$ cat config.mk
export PLATFORM = sky130hd
export DESIGN_NAME = present_serial_round_ctrl
export DESIGN_NICKNAME = d
export VERILOG_FILES = /design/src/rtl/present_serial_round_ctrl.sv
export SDC_FILE = /design/constraint.sdc
export NUM_CORES = 1
export LEC_CHECK = 0
export ABC_AREA = 0
export CAP_MARGIN = 30
export CORE_MARGIN = 5
export CORE_UTILIZATION = 45
export CTS_CLUSTER_DIAMETER = 60
export DETAILED_ROUTE_END_ITERATION = 7
export PLACE_DENSITY_LB_ADDON = 0.25
export SLEW_MARGIN = 5
export SYNTH_ARGS = -nofsm -noshare
export SYNTH_HDL_FRONTEND = slang
export SYNTH_SLANG_ARGS = --single-unit
$ cat constraint.sdc
create_clock -name clock -period 6.8 [get_ports clock]
set_clock_uncertainty 0.05 [all_clocks]
set_input_delay 2.04 -clock clock [delete_from_list [all_inputs] [get_ports clock]]
set_output_delay 2.04 -clock clock [all_outputs]
set_load 0.01 [all_outputs]
$ cat src/rtl/present_serial_round_ctrl.sv
// present_serial_round_ctrl
//   Nibble-serial PRESENT-80 encryption controller. One state nibble and one
//   key nibble are sent per cycle to an external 4-bit S-box/key-add stage.
//   That stage returns S(state) ^ key in the same cycle, and the result is
//   written back. The pLayer is applied once per round, and the key schedule
//   runs locally.
//
// Ports
//   clock          : rising-edge clock
//   reset          : asynchronous, active-low reset
//   io_in_valid    : plaintext/key presented
//   io_in_ready    : high only while idle
//   io_in_pt       : 64-bit plaintext
//   io_in_key      : 80-bit master key
//   io_out_valid   : high only while the ciphertext is held
//   io_out_ready   : consumer accepts the ciphertext
//   io_out_ct      : 64-bit ciphertext, 0 unless io_out_valid
//   io_sbox_state  : state nibble to the S-box stage, 0 outside RUN
//   io_sbox_key    : key nibble to the S-box stage, 0 outside RUN
//   io_sbox_out    : S(io_sbox_state) ^ io_sbox_key from the stage
module present_serial_round_ctrl #(
  parameter int unsigned ROUNDS = 31,
  parameter int unsigned RCNT_W = 5
) (
  input  logic        clock,
  input  logic        reset,
  input  logic        io_in_valid,
  output logic        io_in_ready,
  input  logic [63:0] io_in_pt,
  input  logic [79:0] io_in_key,
  output logic        io_out_valid,
  input  logic        io_out_ready,
  output logic [63:0] io_out_ct,
  output logic [3:0]  io_sbox_state,
  output logic [3:0]  io_sbox_key,
  input  logic [3:0]  io_sbox_out
);

  typedef enum logic [1:0] {
    ST_IDLE = 2'd0,
    ST_RUN  = 2'd1,
    ST_DONE = 2'd2
  } fsm_t;

  fsm_t              r_fsm;
  fsm_t              w_fsm_nx;
  logic [63:0]       r_state;
  logic [79:0]       r_key;
  logic [RCNT_W-1:0] r_round;
  logic [3:0]        r_nib;

  logic              w_accept;
  logic              w_last;
  logic [RCNT_W:0]   w_round_inc;
  logic [63:0]       w_state_wr;
  logic [63:0]       w_kperm;
  logic [5:0]        w_nib_base;

  function automatic logic [3:0] sbox(input logic [3:0] x);
    logic [3:0] y;
    case (x)
      4'h0: y = 4'hC;  4'h1: y = 4'h5;  4'h2: y = 4'h6;  4'h3: y = 4'hB;
      4'h4: y = 4'h9;  4'h5: y = 4'h0;  4'h6: y = 4'hA;  4'h7: y = 4'hD;
      4'h8: y = 4'h3;  4'h9: y = 4'hE;  4'hA: y = 4'hF;  4'hB: y = 4'h8;
      4'hC: y = 4'h4;  4'hD: y = 4'h7;  4'hE: y = 4'h1;  default: y = 4'h2;
    endcase
    return y;
  endfunction

  // Bit j moves to bit 16j mod 63, and bit 63 stays in place.
  function automatic logic [63:0] p_layer(input logic [63:0] x);
    logic [63:0] y;
    y = '0;
    for (int unsigned j = 0; j < 63; j++) begin
      y[(16 * j) % 63] = x[j];
    end
    y[63] = x[63];
    return y;
  endfunction

  // Inverse pLayer: output bit j is taken from input bit P(j).
  function automatic logic [63:0] p_inv(input logic [63:0] x);
    logic [63:0] y;
    y = '0;
    for (int unsigned j = 0; j < 63; j++) begin
      y[j] = x[(16 * j) % 63];
    end
    y[63] = x[63];
    return y;
  endfunction

  function automatic logic [79:0] key_upd(input logic [79:0] k, input logic [4:0] rc);
    logic [79:0] t;
    t          = {k[18:0], k[79:19]};   // rotate left by 61
    t[79:76]   = sbox(t[79:76]);
    t[19:15]   = t[19:15] ^ rc;
    return t;
  endfunction

  assign w_accept    = (r_fsm == ST_IDLE) && io_in_valid;
  assign w_last      = (r_fsm == ST_RUN) && (r_nib == 4'hF);
  assign w_round_inc = {1'b0, r_round} + 1'b1;
  assign w_nib_base  = {r_nib, 2'b00};

  // The round key is pre-permuted by P^-1, so the nibble-wise key add done
  // before the pLayer equals the standard key add done after it.
  assign w_kperm = p_inv(r_key[79:16]);

  always_comb begin
    w_state_wr                 = r_state;
    w_state_wr[w_nib_base +: 4] = io_sbox_out;
  end

  always_ff @(posedge clock or negedge reset) begin
    if (!reset) begin
      r_fsm <= ST_IDLE;
    end else begin
      r_fsm <= w_fsm_nx;
    end
  end

  always_comb begin
    w_fsm_nx      = r_fsm;
    io_in_ready   = 1'b0;
    io_out_valid  = 1'b0;
    io_out_ct     = '0;
    io_sbox_state = '0;
    io_sbox_key   = '0;
    case (r_fsm)
      ST_IDLE: begin
        io_in_ready = 1'b1;
        if (io_in_valid) begin
          w_fsm_nx = ST_RUN;
        end
      end
      ST_RUN: begin
        io_sbox_state = r_state[w_nib_base +: 4];
        io_sbox_key   = w_kperm[w_nib_base +: 4];
        if (w_last && (r_round == RCNT_W'(ROUNDS))) begin
          w_fsm_nx = ST_DONE;
        end
      end
      ST_DONE: begin
        io_out_valid = 1'b1;
        io_out_ct    = r_state;
        if (io_out_ready) begin
          w_fsm_nx = ST_IDLE;
        end
      end
      default: begin
        w_fsm_nx = ST_IDLE;
      end
    endcase
  end

  always_ff @(posedge clock or negedge reset) begin
    if (!reset) begin
      r_state <= '0;
      r_key   <= '0;
      r_round <= '0;
      r_nib   <= '0;
    end else if (w_accept) begin
      r_state <= io_in_pt ^ io_in_key[79:16];
      r_key   <= key_upd(io_in_key, 5'd1);
      r_round <= RCNT_W'(1);
      r_nib   <= '0;
    end else if (w_last) begin
      r_state <= p_layer(w_state_wr);
      r_key   <= key_upd(r_key, w_round_inc[4:0]);
      r_round <= w_round_inc[RCNT_W-1:0];
      r_nib   <= '0;
    end else if (r_fsm == ST_RUN) begin
      r_state <= w_state_wr;
      r_nib   <= r_nib + 4'd1;
    end
  end

endmodule
Yosys cells after proc, flatten, opt, wreduce, memory -nomap -nowiden
Memory sizes are Yosys's and may differ from the RTL's.
Cells that the tools add are included.
- register bits: 155
- memory bits (read-only): 128
- input bits: 152
- output and inout bits: 74
- logic and storage cells: 51
- memories kept: 2
- memories (name ; depth ; bits a word ; rd ports ; clocked after Yosys merged registers in ; write ports ; RTL line ; RTL):
    (no name shown) ; 16 ; 4 ; 1 ; 0 ; 0 ; 61 ; case (x)
    (no name shown) ; 16 ; 4 ; 1 ; 0 ; 0 ; 61 ;
- add/subtract/negate cells: 3
- equality and inequality tests: 7
- shifts and indexed selects: 4
- multiplexer cells: 20
- bitwise gates (word level): 3
- reductions and logical operators: 7
- operators with widths (operator ; count):
    2-to-1 mux 64 bit ; 4
    2-to-1 mux 80 bit ; 2
    indexed part select 64 x 7 -> 4 bit ; 2
    bitwise mux 64 bit ; 1
    variable shift 4 x 8 -> 64 bit, first input constant ; 1
    indexed part select 4 x 8 -> 64 bit ; 1
    XOR 64 bit ; 1
    2-to-1 mux 4 bit ; 5
    2-to-1 mux 5 bit ; 2
    negator 6 -> 8 bit ; 1
    2-to-1 mux 2 bit ; 3
    case mux 2 bit (3 select lines) ; 1
    adder 5 x 1 -> 5 bit, second input constant ; 1
    equality test 5 bit, second input constant ; 1
    XOR 5 bit ; 1
    adder 4 x 1 -> 4 bit, second input constant ; 1
    equality test 4 bit, second input constant ; 1
    inequality test 2 bit, second input constant ; 2
    logical AND 1 bit ; 3
    AND reduction 3 bit ; 1
    nonzero test 3 bit ; 1
    equality test 2 x 1 -> 1 bit, second input constant ; 1
    equality test 2 bit, second input constant ; 1
    zero test 2 bit ; 1
    other kinds (4) ; 5

Depth between registers and ports, before layout
Gate-level depths: netlist of the first run.
- depth in word-level cells: 6
- depth in mapped cells: 11
- gate-level depth less buffers: 7

Worst setup path after synthesis of the first run
Ideal clock, no wire load.
- path kind: register to output
- from: register r_nib[0]
- to: output port io_sbox_key[0]
- data arrival time: 2.199 ns
- data required time: 4.710 ns
- path slack: 2.511 ns
- cell stages (with the launch flop): 6
- cells stage by stage: dfrtp_1 > buf_2 > buf_2 > mux4_2 > mux4_2 > and2_1
- longest elaborated chain between the ends: 2
- RTL lines (element ; RTL line ; RTL):
    from (decl) ; 50 ; logic [3:0] r_nib;
    from (signal assigned) ; 174 ; r_nib <= r_nib + 4'd1;
    indexed part select 64 x 7 -> 4 bit ; 138 ; io_sbox_key = w_kperm[w_nib_base +: 4];
    2-to-1 mux 4 bit ; 129 ; case (r_fsm)
    to (decl) ; 35 ; output logic [3:0] io_sbox_key,
Every way passes these cells.

Worst setup path in the final report of the first run
- from: register r_nib[0]
- to: output port io_sbox_key[1]
Same word-level chain as after synthesis.

==> flow_summary_export.csv, run 1 <==
group,metric,value,unit
cells_and_area,nNetsFinal,1622,
pwr,ir_drop,0.2509,mV
sta,final_max_slew_viol_count,0,
yosys,synth_area,11400,um2
clock_tree,clk_latency,0.43,ns
placed_design,placed_area,13820,um2
routing,vias_per_cell,6.431,
cells_and_area,final_util,0.5779,
yosys,synth_top_area_frac,0.3403,
yosys,synth_compound_gate_area_share,0.2280,
critical_path,worstPathRequired,4.71,ns
clock_tree,cts_resized,0,
die,row_count,58,
sta,final.min_clock_period,5.680,ns
critical_path,reg2regPathDepth,8,
sta,post-route-worst-setup-slack,1.120,ns
yosys,yosys.area_share.xor_xnor,0.05763,
critical_path,start_kind,"flip-flop",
placed_design,port_buffers,225,
cells_and_area,fin_area,14470,um2
routing,wl_per_cell,25.63,um
routing,num_vias,11550,
pwr,power_density,405.5,nW/um2
yosys,synth_nets,1466,
sta,hold_ws,0.4335,ns
yosys,yosys-top-cells-area,"dfrtp_1, mux4_2, nand2_1",
yosys,synth_cell_type_count,73,
cells_and_area,drive_gt1_frac,0.1030,
clock_tree,cts_max_path_buffers,2,
grt,grt_antenna_before_repair,0,
sta,finalHoldViolCount,0,
sta,setup_viol,0,
yosys,yosysWarnings,0,
grt,grt_pass1_vias,11050,
routing,final_antenna_net_count,0,
die,pin_count,226,
routing,drcViolationCount,0,
min_path,min_path_cells,2,
routing,wirelength,46.03,mm
yosys,ys_async_sr_fraction,1.000,
clock_tree,htree_levels,4,
critical_path,cp_max_fo,34,
cells_and_area,stdcell_count,1796,
placed_design,dp_hpwl,34.22,mm
critical_path,worstPathArrival,3.59,ns
sta,rsz0062_at_grt,"no",
critical_path,r2r-end,"r_state[17]",
pwr,p_leak,5.889,nW
yosys,synth_mux_area_frac,0.1184,
pwr,p_int,3.295,mW
cells_and_area,area_growth_syn_to_layout,26.93,%
yosys,synth-main-ff-cell,"dfrtp_1",
min_path,holdPathEnd,"r_key[2]",
sta,fin_setup_tns,0,ns
critical_path,critPathKind,"reg -> out",
clock_tree,numCtsBuffers,17,
status,status,"complete, no violations",
yosys,synthSimpleGateAreaFrac,0.1914,
placed_design,dp_cells,1764,
yosys,syn_inst,1298,
routing,drtIter0Drc,1351,
clock_tree,path_clk_slew,0.07,ns
sta,slew_headroom,0.3307,
yosys,synth_edf_count,0,
pwr,pwr-share-clk,0.179,
placed_design,gp_congestion,0.9705,
critical_path,timing.rr.start,"r_nib[1]",
pwr,power_switching,2.572,mW
routing,firstDrtPassIters,6,
sta,worst_pin_slew,1.004,ns
min_path,hold_class,"reg -> reg",
yosys,synth_top_family_by_area,"compound AO/OA/AOI/OAI gates",
die,die_w,169.2,um
grt,grt_max_degree,101,
grt,grt_usage,0.3145,
pwr,switching_share,0.4384,
clock_tree,hold_buffers,0,
die,dieArea,28610,um2
pwr,power,5.866,mW
die,start_util,0.4553,
critical_path,critPathCaptureType,"output pin",
yosys,seq_area_frac_synth,0.3403,
yosys,synth-seq-cells,155,
min_path,min-delay-start,"r_key[2]",
run,max-cap-violations,0,
pwr,combPwrFrac,0.470,
critical_path,rrSetupSlack,2.75,ns
die,die_h,169.2,um
clock_tree,clock-sinks,155,
cells_and_area,n_fill_cell,2280,
pwr,seqPwrFrac,0.350,
cells_and_area,n_antenna_cell,0,
die,core_area,25040,um2
placed_design,place_worst_setup_slack,1.563,ns
yosys,yosysTopAreaCell,"dfrtp_1",
sta,max_freq,0.1761,GHz
clock_tree,cts_setup_buffers,0,
yosys,synth_area_per_cell,8.782,um2
yosys,synth_fa_ha_area_frac,0.01756,
sta,min_period_over_period,0.8353,
clock_tree,cts_tree,"built",
clock_tree,root_buffer,"clkbuf_16",
grt,grt_pass1_wl,68.88,mm
grt,grt-ovfl-total,0,
sequential cells by signal, indices dropped and copies added, names as in the netlist:
name	count
r_fsm	2
r_key	80
r_round	5
r_state	64
r_nib	4
kinds of logic after synthesis:
group	count (synthesis)
flip-flops	155
AND/OR/NAND/NOR	456
AO/OA/AOI/OAI	381
adder cells (fa/ha/maj)	16
buffers and inverters	133
multiplexers	82
XOR/XNOR	75
how the worst max path moves through the flow:
stage | startpoint | end | slack, ns | cells past startpoint
after floorplan | r_nib[0] | io_sbox_key[0] | 2.51 | 5
after global placement | r_nib[0] | io_sbox_key[1] | 1.60 | 5
after detailed placement | r_nib[0] | io_sbox_key[1] | 1.56 | 5
after CTS | r_nib[0] | io_sbox_key[1] | 1.12 | 5
after global routing | r_nib[0] | io_sbox_key[1] | 0.96 | 5
final | r_nib[0] | io_sbox_key[1] | 1.12 | 5
metal layers:
layer	global-route usage	vias up	routed length, um
met2	0.4875	749	21050
met5	0	-	0
met3	0.06895	143	4395
met4	0.1267	0	2257
li1	-	5033	-
met1	0.4313	5625	18330
placed cells by master (no fill, tap or decap), types with 28 or more instances in the layout:
cell,synthesis,layout
a31oi_1,38,38
nand2_1,170,169
and2_1,77,77
clkdlybuf4s50_1,0,223
nor2_1,105,104
dfrtp_1,155,153
mux2i_1,28,28
xnor2_1,68,68
mux4_2,41,41
a22oi_1,48,48
a21oi_1,98,97
o21ai_0,49,49
Yosys cell counts (all sizes together), types with 10 or more instances:
library cell  number
o211ai            11
mux4              41
nor2b             11
nand2            170
o21a              13
nor2             105
buf               27
or2               18
xnor2             68
nor3              10
a2111oi           11
and2              77
o221ai            16
ha                16
mux2i             28
and3              16
a31oi             38
o21ai             55
clkbuf            83
a22oi             48
a211oi            25
a21oi             98
mux2              13
dfrtp            155
nand3             18
inv               23
critical path, stage by stage (launching register included):
cell and delay [ns]:
dfrtp_2 0.95, buf_4 0.48, mux4_2 0.56, mux4_2 0.47, and2_1 0.20, clkdlybuf4s50_1 0.49
final cells by class:
| cell class | instances | area, um2 | area share |
|---|---|---|---|
| Multi-Input combinational cell | 1010 | 7025 | 0.4856 |
| Sequential cell | 155 | 3881 | 0.2683 |
| Timing Repair Buffer | 247 | 2439 | 0.1686 |
| Clock buffer | 17 | 425.4 | 0.02940 |
| Tap cell | 330 | 412.9 | 0.02854 |
| Clock inverter | 14 | 197.7 | 0.01366 |
| Inverter | 23 | 86.33 | 0.005967 |
power by group through the flow:
stage,Combinational (mW),Sequential [mW],Clock [mW]
floorplan,2.01,1.64,0
global route,2.98,2.08,1.10
global placement,2.65,2.03,0
CTS,2.71,2.02,1.06
detailed placement,2.70,2.03,0
finish,2.76,2.05,1.05
Power figures use the tool's default switching activity.
==> run 2: changes to the inputs <==
Clock period 6.8 ns to 5.2 ns, I/O delays scaled along.
==> flow_summary_export.csv, run 2 (synthesis gave the netlist of run 1 again) <==
group,metric,value,unit
status,status,"complete, no violations",
clock_tree,clock-sinks,155,
pwr,power_density,530.6,nW/um2
sta,min_period_over_period,0.9076,
critical_path,crit_family,"multiplexers",
sta,max_freq,0.2119,GHz
clock_tree,cts_tree,"built",
cells_and_area,final_cell_mix,"clkdlybuf4s50_1, nand2_1, dfrtp_1, nor2_1, a21oi_1",
die,dieArea,28610,um2
critical_path,worstPathArrival,3.11,ns
cells_and_area,reg_top3,"r_key (80), r_state (64), r_round (5)",
sta,finalHoldViolCount,0,
routing,wl_per_cell,26.68,um
critical_path,start_kind,"flip-flop",
die,die_h,169.2,um
die,start_util,0.4553,
critical_path,critPathKind,"reg -> out",
critical_path,crit_slowest_cell,"dfrtp_2",
clock_tree,hold_buffers,0,
sta,final_max_slew_viol_count,0,
run,max-cap-violations,0,
grt,grt_usage,0.3277,
clock_tree,clk_latency,0.44,ns
pwr,p_leak,5.913,nW
cells_and_area,n_antenna_cell,0,
clock_tree,numCtsBuffers,17,
routing,vias_per_cell,6.497,
clock_tree,cts_setup_buffers,0,
cells_and_area,n_fill_cell,2242,
placed_design,gp_congestion,1.018,
critical_path,worstPathRequired,3.59,ns
critical_path,critPathMaxStageDelay,0.68,ns
clock_tree,htree_levels,4,
critical_path,cp_max_fo,18,
cells_and_area,largest_reg_flops,80,
routing,drcViolationCount,0,
critical_path,crit_buf_inv,2,
critical_path,critPathCaptureType,"output pin",
cells_and_area,drive_gt1_frac,0.1073,
grt,grt_antenna_before_repair,0,
sta,slew_headroom,0.3456,
die,die_w,169.2,um
routing,num_vias,11710,
cells_and_area,regMostFlops,"r_key",
die,core_area,25040,um2
routing,firstDrtPassIters,8,
cells_and_area,area_growth_syn_to_layout,27.15,%
clock_tree,cts_resized,0,
placed_design,port_buffers,225,
grt,grt_max_degree,78,
min_path,hold_class,"reg -> reg",
cells_and_area,nNetsFinal,1628,
sta,fin_setup_tns,0,ns
cells_and_area,final_common_cell,"clkdlybuf4s50_1",
sta,final.min_clock_period,4.719,ns
placed_design,dp_cells,1770,
grt,grt-ovfl-total,0,
sta,setup_viol,0,
grt,grt_pass1_vias,11210,
critical_path,path_cells,"buf_4 -> mux4_2 -> mux4_2 -> and2_1 -> clkdlybuf4s50_1",
grt,grt_pass1_wl,71.18,mm
clock_tree,cts_max_path_buffers,2,
routing,final_antenna_net_count,0,
routing,wirelength,48.11,mm
clock_tree,root_buffer,"clkbuf_16",
sta,rsz0062_at_grt,"no",
sta,worst_pin_slew,0.9781,ns
pwr,ir_drop,0.2522,mV
routing,drtIter0Drc,1518,
die,row_count,58,
placed_design,dp_hpwl,36.03,mm
cells_and_area,stdcell_count,1803,
critical_path,path_common_cell,"mux4_2",
die,pin_count,226,
clock_tree,path_clk_slew,0.08,ns
-- run 2: cell types whose count changed in the layout (fill, tap and decap cells not counted), sizes merged --
cell    change
buf         +6
bufinv      -2
clkbuf      +1
clkinv      +3
inv         -1
-- run 2: worst paths after layout --
kind	depth (start not counted)	start	slack [ns]	to
max in group asynchronous	2	reset	3.03	r_key[44]
min in group asynchronous	1	reset	1.07	r_state[32]
min	2	r_key[3]	0.43	r_key[3]
max	5	r_nib[0]	0.48	io_sbox_state[1]
max reg2reg	8	r_nib[0]	1.47	r_state[46]
min reg2reg	2	r_key[3]	0.43	r_key[3]
-- run 2: routing by layer --
layer,vias to the layer above,track usage,share of wire
li1,5054,-,-
met1,5733,0.4419,0.39
met2,792,0.5250,0.46
met3,135,0.06103,0.10
met4,0,0.1323,0.049
met5,-,0,0
-- run 2: final cells by class --
cell class	instances	area (um2)	area share
timing repair buffer	253	2496	0.1722
tap	330	412.9	0.02849
clock inverter	14	151.4	0.01045
sequential	155	3881	0.2678
multi-input combinational	1010	7025	0.4848
clock buffer	18	439.2	0.03030
inverter	23	86.33	0.005957
-- run 2: worst reg2reg max path, cell delays in order, from the launching register on --
cell and delay [ns]:
dfrtp_2 0.68, buf_12 0.28, inv_1 0.07, ha_1 0.47, nand2b_1 0.31, a21oi_1 0.76
mux2_2 0.45, a2111oi_0 0.46, a211oi_1 0.08
-- run 2: power breakdown --
part / switching [mW] / internal, mW / leakage (nW)
Clock: 0.611 / 0.694 / 0.289
Combinational: 1.87 / 1.78 / 3.79
Sequential: 0.951 / 1.78 / 1.84
-- run 2: per-stage QoR --
step | power (mW) | utilization | instance area, um2 | hold slack (ns) | setup slack, ns
finish | 7.690 | 0.5789 | 14490 | 0.4333 | 0.4807
global route | 8.021 | 0.5789 | 14490 | 0.4538 | 0.3258
CTS | 7.572 | 0.5781 | 14470 | 0.4313 | 0.4693
detailed placement | 6.266 | 0.5545 | 13880 | 0.4118 | 0.9277
global placement | 6.227 | 0.5545 | 13880 | 0.4092 | 0.9642
floorplan | 4.776 | - | 11400 | 0.3958 | 1.391
==> run 3: changes to the inputs <==
Clock period 5.2 ns to 5.1 ns, I/O delays scaled along.
==> flow_summary_export.csv, run 3 (synthesis gave the netlist of run 1 again) <==
group,metric,value,unit
routing,wirelength,49.14,mm
cells_and_area,drive_gt1_frac,0.1108,
routing,firstDrtPassIters,8,
status,status,"complete, but fails checks",
clock_tree,hold_buffers,0,
clock_tree,clk_latency,0.45,ns
routing,final_antenna_net_count,0,
clock_tree,htree_levels,4,
die,die_h,169.2,um
die,start_util,0.4553,
die,row_count,58,
sta,fin_setup_tns,0,ns
cells_and_area,n_fill_cell,2233,
critical_path,crit_slowest_cell,"dfrtp_1",
critical_path,start_kind,"flip-flop",
clock_tree,cts_max_path_buffers,2,
die,pin_count,226,
critical_path,critPathMaxStageDelay,0.82,ns
sta,hold_ws,0.4273,ns
die,dieArea,28610,um2
sta,min_period_over_period,0.9363,
grt,grt_max_degree,98,
sta,final.min_clock_period,4.775,ns
routing,drtIter0Drc,1635,
sta,finalHoldViolCount,0,
critical_path,timing.rr.start,"r_nib[1]",
placed_design,gp_congestion,0.9924,
routing,vias_per_cell,6.399,
cells_and_area,final_cell_mix,"clkdlybuf4s50_1, nand2_1, dfrtp_1, nor2_1, a21oi_1",
pwr,power,7.859,mW
critical_path,critPathKind,"reg -> out",
die,die_w,169.2,um
cells_and_area,final_common_cell,"clkdlybuf4s50_1",
clock_tree,root_buffer,"clkbuf_16",
placed_design,dp_cells,1776,
routing,wl_per_cell,27.15,um
pwr,p_leak,5.942,nW
critical_path,path_cells,"buf_4 -> mux4_2 -> mux4_2 -> and2_1 -> clkdlybuf4s50_1",
min_path,min-delay-start,"r_key[3]",
cells_and_area,reg_top3,"r_key (80), r_state (64), r_round (5)",
grt,grt_pass1_vias,11270,
clock_tree,cts_setup_buffers,0,
sta,max_freq,0.2094,GHz
cells_and_area,area_growth_syn_to_layout,27.84,%
critical_path,path_common_cell,"mux4_2",
grt,grt-ovfl-total,0,
sta,rsz0062_at_grt,"no",
critical_path,worstPathRequired,3.52,ns
routing,num_vias,11580,
cells_and_area,seq_area,3881,um2
clock_tree,clock-sinks,155,
critical_path,crit_start,"r_nib[1]",
placed_design,placed_area,13940,um2
pwr,power_density,539.3,nW/um2
sta,slew_headroom,0.2932,
grt,grt_usage,0.3376,
cells_and_area,nNetsFinal,1635,
sta,worst_pin_slew,1.053,ns
die,core_area,25040,um2
cells_and_area,multiInputGateArea,7025,um2
cells_and_area,n_antenna_cell,0,
grt,grt_pass1_wl,73.20,mm
run,max-cap-violations,0,
cells_and_area,largest_reg_flops,80,
sta,setup_viol,0,
placed_design,port_buffers,225,
min_path,hold_class,"reg -> reg",
cells_and_area,fin_area,14570,um2
status,violations,"design-rule violations",
routing,drcViolationCount,4,
clock_tree,cts_tree,"built",
critical_path,cp_max_fo,23,
clock_tree,cts_resized,0,
grt,grt_antenna_before_repair,0,
clock_tree,numCtsBuffers,17,
placed_design,dp_hpwl,36.84,mm
critical_path,worstPathArrival,3.20,ns
clock_tree,path_clk_slew,0.08,ns
pwr,ir_drop,0.3004,mV
critical_path,critPathCaptureType,"output pin",
cells_and_area,stdcell_count,1810,
cells_and_area,regMostFlops,"r_key",
sta,final_max_slew_viol_count,0,
-- run 3: cell count changes in the layout (fill, tap and decap cells not counted), moves of 2 or more --
cell	previous run	this run
buf_4	25	30
inv_6	6	1
inv_8	2	5
clkinv_8	1	3
-- run 3: final timing paths --
| check | cells past startpoint | endpoint | slack [ns] |
|---|---|---|---|
| max in group asynchronous | 3 | r_round[4] | 3.11 |
| min reg2reg | 2 | r_key[3] | 0.43 |
| max | 5 | io_sbox_state[1] | 0.32 |
| max reg2reg | 7 | r_state[8] | 1.22 |
| min in group asynchronous | 1 | r_state[41] | 0.87 |
| min | 2 | r_key[3] | 0.43 |
-- run 3: per-stage QoR --
stage	setup WS (ns)	util
finish	0.3249	0.5820
global route	0.2364	0.5820
CTS	0.3536	0.5801
detailed placement	0.8223	0.5568
global placement	0.8430	0.5568
floorplan	1.321	-
-- run 3: power by group --
part | internal, mW | leakage (nW) | switching, mW
logic | 1.82 | 3.83 | 1.94
registers | 1.81 | 1.84 | 0.979
clock network | 0.656 | 0.279 | 0.652
-- run 3: worst max-delay path: cells and delay by family (launching register included) --
family	cells	cell delay, ns
mux	2	0.85
simple gates	1	0.18
buf+inv	2	0.90
flops	1	0.82
-- run 3: area by class of cell --
cell class              instances  share of cell area
clock buffers                  18             0.02945
clock inverters                14             0.01065
inverters                      23            0.005925
multi-input cells            1010              0.4821
flip-flops and latches        155              0.2664
well taps                     330             0.02834
repair buffers                260              0.1771
-- run 3: metal layers --
layer  part of all wire  global-route usage
met1               0.40              0.4705
met2               0.46              0.5250
met3              0.092             0.05823
met4              0.049              0.1397
met5                  0                   0
